$ cat src/rtl/mem_arb_pkg.sv
// Shared types and sizes for the two-port memory arbiter.
package mem_arb_pkg;

    localparam int MEM_AW = 5;
    localparam int MEM_DW = 8;

    typedef enum logic [1:0] {
        IDLE = 2'd0,
        CMD  = 2'd1,
        RESP = 2'd2
    } arb_state_t;

    // One requester's access, as captured into the command registers.
    typedef struct packed {
        logic              we;
        logic [MEM_AW-1:0] addr;
        logic [MEM_DW-1:0] wdata;
    } mem_req_t;

endpackage

$ cat src/rtl/rr_arb2.sv
// Two-input arbiter: combinational grant, last-grant pointer updated on enable.
module rr_arb2 (
    input  logic       clk,
    input  logic       rst_,
    input  logic       fixed_pri,
    input  logic [1:0] req,
    input  logic       en,
    output logic [1:0] gnt
);

    logic last_r;   // 1 = port 1 won the most recent grant

    // Grant: a lone requester wins; a tie goes to port 0 under fixed priority, else to the port that did not win last
    always_comb begin
        gnt = 2'b00;
        if (req == 2'b11) begin
            if (fixed_pri || last_r) begin
                gnt = 2'b01;
            end else begin
                gnt = 2'b10;
            end
        end else begin
            gnt = req;
        end
    end

    // Pointer starts at "last = port 1" so port 0 wins the first tie
    always_ff @(posedge clk or negedge rst_) begin
        if (!rst_) begin
            last_r <= 1'b1;
        end else if (en && (gnt != 2'b00)) begin
            last_r <= gnt[1];
        end
    end

endmodule

$ cat src/rtl/mem_arbiter.sv
// Two-port arbiter/sequencer for the 32x8 synchronous mem block.
// IDLE -> CMD (command on pins one cycle) -> RESP (ack + read data), with
// back-to-back issue of the other port straight out of RESP.
module mem_arbiter
    import mem_arb_pkg::*;
#(
    parameter int AW        = MEM_AW,
    parameter int DW        = MEM_DW,
    parameter int FIXED_PRI = 0
) (
    input  logic          clk,
    input  logic          rst_,
    input  logic          req0,
    input  logic          we0,
    input  logic [AW-1:0] addr0,
    input  logic [DW-1:0] wdata0,
    output logic          ack0,
    output logic [DW-1:0] rdata0,
    input  logic          req1,
    input  logic          we1,
    input  logic [AW-1:0] addr1,
    input  logic [DW-1:0] wdata1,
    output logic          ack1,
    output logic [DW-1:0] rdata1,
    output logic          mem_read,
    output logic          mem_write,
    output logic [AW-1:0] mem_addr,
    output logic [DW-1:0] mem_wdata,
    input  logic [DW-1:0] mem_rdata,
    output logic          busy,
    output logic          owner
);

    arb_state_t    state_r, state_nxt_s;
    logic [1:0]    arb_req_s, gnt_s;
    logic          arb_en_s, issue_s;
    mem_req_t      win_s;   // AW/DW must equal MEM_AW/MEM_DW
    logic          mem_read_r, mem_write_r, ack0_r, ack1_r, busy_r, owner_r;
    logic [AW-1:0] mem_addr_r;
    logic [DW-1:0] mem_wdata_r, rdata0_r, rdata1_r;

    // Which requests may compete this cycle; in RESP the completing owner still holds req and is masked
    always_comb begin
        arb_req_s = 2'b00;
        arb_en_s  = 1'b0;
        case (state_r)
            IDLE: begin
                arb_req_s = {req1, req0};
                arb_en_s  = 1'b1;
            end
            RESP: begin
                if (owner_r) begin
                    arb_req_s = {1'b0, req0};
                end else begin
                    arb_req_s = {req1, 1'b0};
                end
                arb_en_s = 1'b1;
            end
            CMD: begin
                arb_en_s = 1'b0;
            end
            default: begin
                arb_en_s = 1'b0;
            end
        endcase
    end

    rr_arb2 u_arb (
        .clk       (clk),
        .rst_      (rst_),
        .fixed_pri ((FIXED_PRI != 0) ? 1'b1 : 1'b0),
        .req       (arb_req_s),
        .en        (issue_s),
        .gnt       (gnt_s)
    );

    // Next state and the winning port's access fields
    always_comb begin
        issue_s     = arb_en_s && (gnt_s != 2'b00);
        state_nxt_s = state_r;
        if (gnt_s[1]) begin
            win_s = '{we: we1, addr: addr1, wdata: wdata1};
        end else begin
            win_s = '{we: we0, addr: addr0, wdata: wdata0};
        end
        case (state_r)
            IDLE, RESP: begin
                if (issue_s) begin
                    state_nxt_s = CMD;
                end else begin
                    state_nxt_s = IDLE;
                end
            end
            CMD:     state_nxt_s = RESP;
            default: state_nxt_s = IDLE;
        endcase
    end

    // State register
    always_ff @(posedge clk or negedge rst_) begin
        if (!rst_) begin
            state_r <= IDLE;
        end else begin
            state_r <= state_nxt_s;
        end
    end

    // Command registers: load on issue, drop the strobe after its single CMD cycle
    always_ff @(posedge clk or negedge rst_) begin
        if (!rst_) begin
            mem_read_r  <= 1'b0;
            mem_write_r <= 1'b0;
            mem_addr_r  <= '0;
            mem_wdata_r <= '0;
            owner_r     <= 1'b0;
        end else if (issue_s) begin
            mem_read_r  <= !win_s.we;
            mem_write_r <= win_s.we;
            mem_addr_r  <= win_s.addr;
            mem_wdata_r <= win_s.wdata;
            owner_r     <= gnt_s[1];
        end else if (state_r == CMD) begin
            mem_read_r  <= 1'b0;
            mem_write_r <= 1'b0;
        end
    end

    // Ack pulse for the owner during RESP, and busy whenever the next state is not IDLE
    always_ff @(posedge clk or negedge rst_) begin
        if (!rst_) begin
            ack0_r <= 1'b0;
            ack1_r <= 1'b0;
            busy_r <= 1'b0;
        end else begin
            ack0_r <= (state_r == CMD) && !owner_r;
            ack1_r <= (state_r == CMD) && owner_r;
            busy_r <= (state_nxt_s != IDLE);
        end
    end

    // Per-port read data hold, captured at the end of that port's RESP
    always_ff @(posedge clk or negedge rst_) begin
        if (!rst_) begin
            rdata0_r <= '0;
            rdata1_r <= '0;
        end else if (state_r == RESP) begin
            if (owner_r) begin
                rdata1_r <= mem_rdata;
            end else begin
                rdata0_r <= mem_rdata;
            end
        end
    end

    // Owning port sees mem_rdata directly in RESP; the other keeps its previous value
    always_comb begin
        if ((state_r == RESP) && !owner_r) begin
            rdata0 = mem_rdata;
        end else begin
            rdata0 = rdata0_r;
        end
        if ((state_r == RESP) && owner_r) begin
            rdata1 = mem_rdata;
        end else begin
            rdata1 = rdata1_r;
        end
    end

    assign mem_read  = mem_read_r;
    assign mem_write = mem_write_r;
    assign mem_addr  = mem_addr_r;
    assign mem_wdata = mem_wdata_r;
    assign ack0      = ack0_r;
    assign ack1      = ack1_r;
    assign busy      = busy_r;
    assign owner     = owner_r;

endmodule

$ cat config.mk
export PLATFORM = sky130hd
export DESIGN_NAME = mem_arbiter
export DESIGN_NICKNAME = d
export VERILOG_FILES = /design/src/rtl/mem_arb_pkg.sv /design/src/rtl/rr_arb2.sv /design/src/rtl/mem_arbiter.sv
export SDC_FILE = /design/constraint.sdc
export NUM_CORES = 1
export LEC_CHECK = 0
export CAP_MARGIN = 10
export CORE_MARGIN = 1
export CORE_UTILIZATION = 35
export DETAILED_ROUTE_END_ITERATION = 8
export PLACE_DENSITY = 0.74
export REMOVE_ABC_BUFFERS = 1
export SETUP_SLACK_MARGIN = 0.1
export SKIP_CTS_REPAIR_TIMING = 1
export SLEW_MARGIN = 10
export SYNTH_ARGS = -nofsm -noshare
export SYNTH_HDL_FRONTEND = slang
export SYNTH_HIERARCHICAL = 1
export SYNTH_SLANG_ARGS = --single-unit
$ cat constraint.sdc
create_clock -name clk -period 2.22 [get_ports clk]
set_clock_uncertainty 0.1 [all_clocks]
set_input_delay 0.333 -clock clk [delete_from_list [all_inputs] [get_ports clk]]
set_output_delay 0.333 -clock clk [all_outputs]
set_load 0.01 [all_outputs]
==> impl_metrics.py <==
metrics = {
    "critical_path": {
        "rrSetupSlack_ps": 220,
        "worstSetupPathType": "reg -> out",
        "rr_endpoint": "u_arb/last_r",
        "worstSetupStartpoint": "state_r[1]",
        "arrival_ps": 1760,
        "path_max_fanout": 8,
        "cp-end-kind": "primary output",
        "crit_path_start_kind": "flip-flop",
        "endpoint": "rdata0[0]",
        "reg2regPathDepth": 9,
        "critPathRequiredTime_ps": 1790,
        "rr_startpoint": "state_r[1]",
    },
    "power_and_ir_drop": {
        "swShare_pct": 32.1,
        "irDropWorstVdd_uv": 633,
        "power.density_mw_per_mm2": 1350,
        "p_clk_share_pct": 12.1,
        "switchingPower_mw": 1.25,
        "p_leak_nw": 1.37,
        "pwr-share-comb_pct": 57.0,
        "p_seq_share_pct": 30.9,
        "p_int_mw": 2.63,
    },
    "cells_and_area": {
        "multiInputGateArea_um2": 759,
        "num-fill-cells": 418,
        "antenna_cells": 0,
        "utilization_pct": 60.3,
        "layout.cells.non_filler": 303,
        "drive_above_1_share_pct": 29.7,
        "final_cell_area_mm2": 0.00287,
        "layout.nets": 275,
        "seqCellArea_um2": 952,
        "area_delta_synth_final_pct": 64.1,
    },
    "sta": {
        "finalSetupViolations": 0,
        "max_freq_ghz": 0.456,
        "fin_crit_ps": 2190,
        "drv_slew": 0,
        "finalHoldViolations": 0,
        "tns_ps": 0,
        "rsz0062_at_grt": "yes",
        "finalCritPeriodShare_pct": 98.8,
        "slew_headroom_pct": 44.4,
        "whs_ps": 52.6,
        "tightest_slew_ps": 833,
    },
    "yosys": {
        "synth_seq_cells": 38,
        "synth_area_leaders": "dfrtp_1 (53%), mux2_4 (9.4%), mux2_2 (9.0%)",
        "synth_top_area_cell": "dfrtp_1",
        "ys_types": 28,
        "ys_warn_count": 6,
        "yosys.area.top_type_share_pct": 53.0,
        "synth.cell_area_mm2": 0.00175,
        "syn_area_per_cell_um2": 12.7,
        "postSynthCellCount": 138,
        "seq_area_frac_synth_pct": 54.5,
    },
    "hold_path": {
        "holdCritPathClass": "in -> async",
    },
    "routing": {
        "wl_per_cell_um": 12.0,
        "wl_mm": 3.64,
        "first_pass_iters": 4,
        "vias": 1319,
        "drt_iter0_drc": 29,
        "drc": 0,
        "ant_nets": 0,
        "viasPerCell": 4.35,
    },
    "die": {
        "core_area_mm2": 0.00475,
        "initial_core_util_pct": 36.8,
        "rows": 25,
        "io_pins": 75,
        "die_area_mm2": 0.00528,
        "die_w_um": 72.7,
        "die_y_um": 72.7,
    },
    "cts": {
        "clockRootBuffer": "clkbuf_8",
        "clkSlewWorstSetupHoldPaths_ps": 70,
        "numCtsBuffers": 5,
        "clk_latency_ps": 270,
        "clockBufferDepth": 2,
        "cts_tree": "yes",
        "cts.sinks": 38,
        "h-tree-depth": 2,
    },
    "placement": {
        "gp_congestion": 0.761,
        "placed_cells": 283,
        "io_buffers": 74,
        "hpwl_mm": 2.59,
        "placed_area_mm2": 0.00260,
    },
    "grt": {
        "grt_first_pass_wirelength_mm": 5.53,
        "track_usage_pct": 13.7,
        "grt_overflow": 0,
        "grt_start_max_net_pins": 39,
        "first_global_vias": 1249,
        "antenna_found_initial": 0,
    },
    "job": {
        "max_cap_viol_count": 0,
    },
    "outcome": {
        "status": "complete, no violations",
    },
}
-- per-layer routing --
metal	part of all wire, %	global-route usage (%)
met2	53	24.0
met1	42	16.2
met4	0.74	3.92
met3	3.9	4.14
met5	0	0
-- registers in the layout (all words and copies together) (netlist names), 2 cells and up --
signal     cells
mem_wdata      8
rdata0_r       8
rdata1_r       8
mem_addr       5
state_r        2
-- synthesized netlist by cell type --
library cell  count
dfrtp_1          37
o21ai_0          16
mux2_2           14
nand2_1          14
mux2i_1          13
mux2_4           11
inv_1             6
buf_2             5
and2_1            2
nor2_1            2
a211oi_1          1
a21boi_1          1
a21o_1            1
a21oi_1           1
a21oi_2           1
and3_1            1
buf_12            1
buf_6             1
conb_1            1
dfstp_2           1
nand2b_1          1
nand3_1           1
nand3b_2          1
nor2b_2           1
nor2b_4           1
nor3b_1           1
o21ai_1           1
o21bai_1          1
-- cell type report --
class	instances	area share, %
repair buffers	95	33.4
flip-flops and latches	38	33.2
well taps	67	2.92
multi-input cells	89	26.5
clock buffers	7	3.01
clock inverters	1	0.175
inverters	6	0.785
-- kinds of logic after synthesis --
logic type / synth area share, %
AND/OR/NAND/NOR: 7.52
buffers and inverters: 4.51
multiplexers: 25.9
other: 0.215
flip-flops: 54.5
AO/OA/AOI/OAI: 7.37
-- cells in the final DEF, fill, tap and decap left out, drive strengths merged, types with 2 or more instances in the layout --
cell / count
nor2: 2
dfrtp: 37
nand2: 14
conb: 3
mux2: 25
dlymetal6s2s: 10
and2: 2
o21ai: 17
clkbuf: 8
inv: 6
mux2i: 13
clkdlybuf4s50: 57
nor2b: 2
a21oi: 2
buf: 27
-- per-stage QoR --
stage,worst slack [ps],power (mW)
after CTS,-168,3.76
after global placement,-17.7,3.23
after global routing,-80.0,4.14
after floorplan,-976,2.22
after detailed placement,-86.5,3.28
final,26.2,3.87
-- power groups by stage --
stage	Combinational (mW)	Clock, mW	Sequential (mW)
2_1_floorplan	0.932	0	1.29
3_3_place_gp	2.03	0	1.20
3_5_place_dp	2.06	0	1.21
4_1_cts	2.07	0.489	1.20
5_1_grt	2.38	0.523	1.23
6_report	2.21	0.468	1.20
-- worst min-delay path by stage --
stage / from / end / cells after the start
2_1_floorplan: rst_ / ack0 / 0
3_3_place_gp: mem_wdata[0] / mem_wdata[0] / 2
3_5_place_dp: mem_wdata[4] / mem_wdata[4] / 2
4_1_cts: rst_ / rdata1_r[6] / 1
5_1_grt: rst_ / rdata1_r[3] / 1
6_report: rst_ / rdata0_r[5] / 1
-- critical path: stages (launching register included) --
cell and delay, ps:
dfrtp_1 380, nor2b_2 160, nor2b_4 130, buf_12 140, buf_6 120, buf_4 140, mux2_4 290, clkbuf_2 130
Note: power is estimated with default switching activity, not from simulation.
